**src/rtl/dcache_controller.sv**
```systemverilog
// rtl/dcache_controller.sv - direct-mapped write-back write-allocate data cache
// Hits are served combinationally; misses run WRITEBACK/FETCH/UPDATE against block memory.
module dcache_controller #(
    parameter int INDEX_BITS  = 3,
    parameter int OFFSET_BITS = 2
) (
    input  logic        CLK,
    input  logic        RESET,
    input  logic        READ,
    input  logic        WRITE,
    input  logic [7:0]  ADDRESS,
    input  logic [7:0]  WRITEDATA,
    output logic [7:0]  READDATA,
    output logic        BUSYWAIT,
    output logic        MEM_READ,
    output logic        MEM_WRITE,
    output logic [5:0]  MEM_ADDRESS,
    output logic [31:0] MEM_WRITEDATA,
    input  logic [31:0] MEM_READDATA,
    input  logic        MEM_BUSYWAIT
);
    localparam int TAG_BITS = 6 - INDEX_BITS;
    localparam int NBLK     = 1 << INDEX_BITS;

    typedef enum logic [1:0] {IDLE, WRITEBACK, FETCH, UPDATE} state_t;

    state_t                state_q, state_d;
    logic                  first_q;
    logic [TAG_BITS-1:0]   req_tag_q;
    logic [INDEX_BITS-1:0] req_idx_q;
    logic [NBLK-1:0]       valid_q;
    logic [NBLK-1:0]       dirty_q;
    logic [31:0]           data_q [NBLK];
    logic [TAG_BITS-1:0]   tag_q  [NBLK];

    logic [TAG_BITS-1:0]   addr_tag;
    logic [INDEX_BITS-1:0] addr_idx;
    logic [1:0]            addr_off;
    logic                  access, hit, miss, wr_hit;

    assign addr_tag = ADDRESS[7 -: TAG_BITS];
    assign addr_idx = ADDRESS[OFFSET_BITS +: INDEX_BITS];
    assign addr_off = ADDRESS[1:0];
    assign access   = READ | WRITE;
    assign hit      = valid_q[addr_idx] && (tag_q[addr_idx] == addr_tag);
    assign miss     = (state_q == IDLE) && access && !hit;
    // READ wins when both strobes are high, so a combined request never stores
    assign wr_hit   = (state_q == IDLE) && WRITE && !READ && hit;

    always_ff @(posedge CLK or negedge RESET) begin
        if (!RESET) begin
            state_q <= IDLE;
            first_q <= 1'b0;
        end else begin
            state_q <= state_d;
            first_q <= (state_d != state_q);
        end
    end

    // A transfer state always spends its entry cycle before honouring MEM_BUSYWAIT
    always_comb begin
        state_d = state_q;
        case (state_q)
            IDLE:      if (miss) state_d = dirty_q[addr_idx] ? WRITEBACK : FETCH;
            WRITEBACK: if (!first_q && !MEM_BUSYWAIT) state_d = FETCH;
            FETCH:     if (!first_q && !MEM_BUSYWAIT) state_d = UPDATE;
            UPDATE:    state_d = IDLE;
            default:   state_d = IDLE;
        endcase
    end

    always_comb begin
        BUSYWAIT      = 1'b1;
        MEM_READ      = 1'b0;
        MEM_WRITE     = 1'b0;
        MEM_ADDRESS   = 6'h00;
        MEM_WRITEDATA = 32'h0;
        READDATA      = 8'h00;
        case (state_q)
            IDLE: begin
                BUSYWAIT = RESET && access && !hit;
                if (RESET && hit) READDATA = data_q[addr_idx][{addr_off, 3'b000} +: 8];
            end
            WRITEBACK: begin
                MEM_WRITE     = 1'b1;
                MEM_ADDRESS   = {tag_q[req_idx_q], req_idx_q};
                MEM_WRITEDATA = data_q[req_idx_q];
            end
            FETCH: begin
                MEM_READ    = 1'b1;
                MEM_ADDRESS = {req_tag_q, req_idx_q};
            end
            default: ;
        endcase
    end

    always_ff @(posedge CLK or negedge RESET) begin
        if (!RESET) begin
            valid_q   <= '0;
            dirty_q   <= '0;
            req_tag_q <= '0;
            req_idx_q <= '0;
        end else begin
            if (miss) begin
                req_tag_q <= addr_tag;
                req_idx_q <= addr_idx;
            end
            if (wr_hit) dirty_q[addr_idx] <= 1'b1;
            if (state_q == UPDATE) begin
                valid_q[req_idx_q] <= 1'b1;
                dirty_q[req_idx_q] <= 1'b0;
            end
        end
    end

    always_ff @(posedge CLK) begin
        if (wr_hit) begin
            data_q[addr_idx][{addr_off, 3'b000} +: 8] <= WRITEDATA;
        end else if (state_q == UPDATE) begin
            data_q[req_idx_q] <= MEM_READDATA;
            tag_q[req_idx_q]  <= req_tag_q;
        end
    end
endmodule

```
**config.mk**
```make
export PLATFORM = sky130hd
export DESIGN_NAME = dcache_controller
export DESIGN_NICKNAME = d
export VERILOG_FILES = /design/src/rtl/dcache_controller.sv
export SDC_FILE = /design/constraint.sdc
export NUM_CORES = 1
export LEC_CHECK = 0
export CAP_MARGIN = 20
export CORE_MARGIN = 2
export CORE_UTILIZATION = 53
export DETAILED_ROUTE_END_ITERATION = 7
export PLACE_DENSITY = 0.75
export SKIP_CTS_REPAIR_TIMING = 1
export SLEW_MARGIN = 15
export SYNTH_ARGS = -nofsm -noshare
export SYNTH_HDL_FRONTEND = slang
export SYNTH_SLANG_ARGS = --single-unit
```
**constraint.sdc**
```tcl
create_clock -name CLK -period 3 [get_ports CLK]
set_input_delay 0.45 -clock CLK [delete_from_list [all_inputs] [get_ports CLK]]
set_output_delay 0.45 -clock CLK [all_outputs]
set_load 0.02 [all_outputs]
```
==> results.md <==
* Status: complete, but fails checks
* Failing checks: setup timing
* Stages on worst setup path at 10
* Die area at 31,100 sq um
* Leakage power at 7.71 nW
* Warnings from Yosys at 0
* Hold path depth at 1
* CP max FO at 8
* Number of global-route vias before repair at 11,762
* Post-synthesis sequential area ratio at 57.4%
* Power, Total at 14.7 mW
* Peak VDD IR at 0.453 mV
* FF+latch count, synth at 305
* Setup crit end kind: primary output
* Pwr dens at 750 nW/um^2
* Async S/R FF share, synth at 8.20%
* GP Congestion at 1.00
* Final period util at 107%
* Ports at 102
* Period minus WS final at 3.22 ns
* Fill count at 2,042
* Setup crit start kind: flip-flop
* Congestion Overflow GR at 0
* Final Core Density at 66.7%
* Hold WS at 0.472 ns
* Unrepaired setup endpoints after global routing: yes
* Vias per cell at 6.69
* Initial antenna violation count at 1
* Clk slew on worst S/H paths at 0.06 ns
* CP required at 2.55 ns
* DR WL/cell at 27.9 um
* Iteration-0 DRC Markers at 1,606
* Port-buffer cells at 101
* Post-route setup TNS at -1.00 ns
* Total GRT Usage at 32.0%
* Initial Util at 53.5%
* HP Class: flip-flop to flip-flop
* Die Wd at 176 um
* Worst setup path class: flip-flop to primary output
* R2R depth at 9
* TritonCTS clock tree: done
* Buffers plus inverters on the worst setup path at 4
* Total vias in the final route at 12,116
* H-tree levels at 2
* Top FF cell, synth: edfxtp_1
* CP most frequent cell: buf_6
* Family with the most delay on the worst path: simple AND/OR/NAND/NOR gates
* Delay of the slowest critical-path stage at 0.52 ns
* Setup violations, final at 7
* Core Box Area at 29,400 sq um
* WL final at 50.5 mm
* Count of non-filler cells in the finished layout at 1,812
* TritonCTS Buffers at 34
* DRT antenna net count at 0
* Tightest Pin Transition at 0.578 ns
* Avg Inst Size Synth at 13.4 sq um
* Crit-path cells: mux2i_1 -> nor2_1 -> or4_4 -> a22oi_4 -> nand4_1 -> buf_6 -> buf_4 -> nor3_4 -> buf_6 -> buf_6
* CTS max path bufs at 3
* First-pass GRT wire length at 72.8 mm
* Pre-Repair DR Iteration Count at 5
* Die Y at 176 um
* Post-DP HPWL at 34.2 mm
* Achievable clock frequency at 310 MHz
* Final #Nets at 1,458
* Final worst slack at -0.222 ns
* Unique masters post-synth at 62
* Root Buffer Master: clkbuf_16
* Arrival time at the worst endpoint at 2.77 ns
* Final Max Slew Viols at 0
* Placed Cells at 1,739
* Worst-Skew Late Latency at 0.53 ns
* Post-Syn Nets at 1,237
* Largest net degree at the start of global routing at 42
* Slowest-stage cell, CP: or4_4
* Slew HR at 61.2%
* Remaining DRCs at 0
* # Max-Cap Violations at 0
* Number of synthesized flops with an enable pin at 280
* Site Rows at 63
* Final Hold Viols at 0
* Layout cell share with drive strength beyond 1 at 26.4%
* Syn Inst Count at 1,175
* Area Growth Syn to Fin at 24.7%
* Worst Skew at 0.0177 ns
* Synthesized area at 15,700 sq um
* Clock Sinks at 305
[sequential cells by signal, summed over array words and instances, names as in the netlist]
signal	count
dirty_q	8
first_q	1
valid_q	8
req_tag_q	3
data_q	256
state_q	2
tag_q	24
req_idx_q	3
[worst paths after layout]
| check | from | to | slack (ns) |
|---|---|---|---|
| worst min register to register | valid_q[4]$_DFFE_PN0P_ | valid_q[4]$_DFFE_PN0P_ | 0.47 |
| worst min-delay path | valid_q[4]$_DFFE_PN0P_ | valid_q[4]$_DFFE_PN0P_ | 0.47 |
| worst max-delay path | tag_q[1][0]$_DFFE_PP_ | READDATA[3] | -0.22 |
| max in group asynchronous | RESET | req_idx_q[1]$_DFFE_PN0N_ | 2.20 |
| min in group asynchronous | RESET | state_q[1]$_DFF_PN0_ | 0.51 |
| worst max register to register | tag_q[1][0]$_DFFE_PP_ | data_q[5][23]$_DFFE_PP_ | 0.13 |
[through the flow]
step | instance area [sq um] | setup slack [ns]
final | 19600 | -0.222
after global routing | 19600 | -0.282
after CTS | 19200 | -0.737
after detailed placement | 18200 | -0.455
after global placement | 18200 | -0.421
after floorplan | 15700 | -0.0379
[layer usage]
metal / wire, um / global-route usage, % / share of wire (%)
met1: 18300 / 43.3 / 36
met2: 23800 / 51.1 / 47
met3: 6250 / 6.76 / 12
met4: 2150 / 12.5 / 4.3
met5: 0 / 0 / 0
[kinds of logic (layout without fill, tap and decap cells)]
family / count (synthesis) / count (layout) / synth area share (%)
simple gates: 234 / 234 / 6.66
compound gates: 282 / 282 / 12.4
mux: 234 / 234 / 19.2
buf+inv: 110 / 356 / 3.49
flops: 305 / 305 / 57.4
other cells: 0 / 1 / 0
xor+xnor: 1 / 1 / 0.0557
fa+ha+maj: 9 / 9 / 0.716
[cell usage in the layout, fill, tap and decap left out, drive strengths merged, types with 3 or more instances in the layout]
cell / n
edfxtp: 280
buf: 185
mux2i: 127
nor2: 92
nand2: 76
o22ai: 62
mux2: 58
a21oi: 57
clkdlybuf4s50: 54
mux4: 49
clkbuf: 47
a22o: 38
dlymetal6s2s: 36
o21a: 26
dfrtp: 25
o21ai: 23
a22oi: 18
inv: 17
clkinv: 14
nor3: 12
nand2b: 11
o221ai: 11
a21boi: 10
a211oi: 10
nand3: 9
ha: 9
nor2b: 8
and2: 6
or2: 5
a221oi: 5
a31oi: 4
o31ai: 3
nor3b: 3
a221o: 3
clkinvlp: 3
[Yosys cell counts (all sizes together), types with 3 or more instances]
master	count	area share (%)
a221oi	5	0.28
clkbuf	43	1.0
o21ai	23	0.73
and2	6	0.24
mux2	58	4.2
o221ai	11	0.61
mux2i	127	8.1
o22ai	62	2.5
nand2b	11	0.44
a22oi	18	0.95
o31ai	3	0.14
or2	5	0.20
nand2	76	1.8
clkinv	3	0.072
inv	14	0.33
edfxtp	280	53
o21a	26	1.2
dfrtp	25	4.0
nor3b	3	0.14
nor2	92	2.2
a21oi	57	1.8
nand3	9	0.29
a31oi	4	0.16
nor3	12	0.41
a221o	3	0.19
mux4	49	7.0
a22o	38	2.1
nor2b	8	0.32
a211oi	10	0.48
buf	50	2.1
ha	9	0.72
a21boi	10	0.48
[layout make-up]
class	instances	area (sq um)	share of cell area, %
sequential	305	9040	46.1
multi-input combinational	760	6240	31.8
timing repair buffer	278	2760	14.1
clock buffer	44	888	4.53
tap	390	488	2.49
clock inverter	17	129	0.657
inverter	17	63.8	0.325
antenna	1	2.50	0.0128
[power by group]
part,switching (mW),internal (mW)
Clock,1.70,2.13
Sequential,0.245,5.17
Combinational,3.14,2.34
Total,5.09,9.63
No activity file was read; power rests on OpenSTA's default activity.
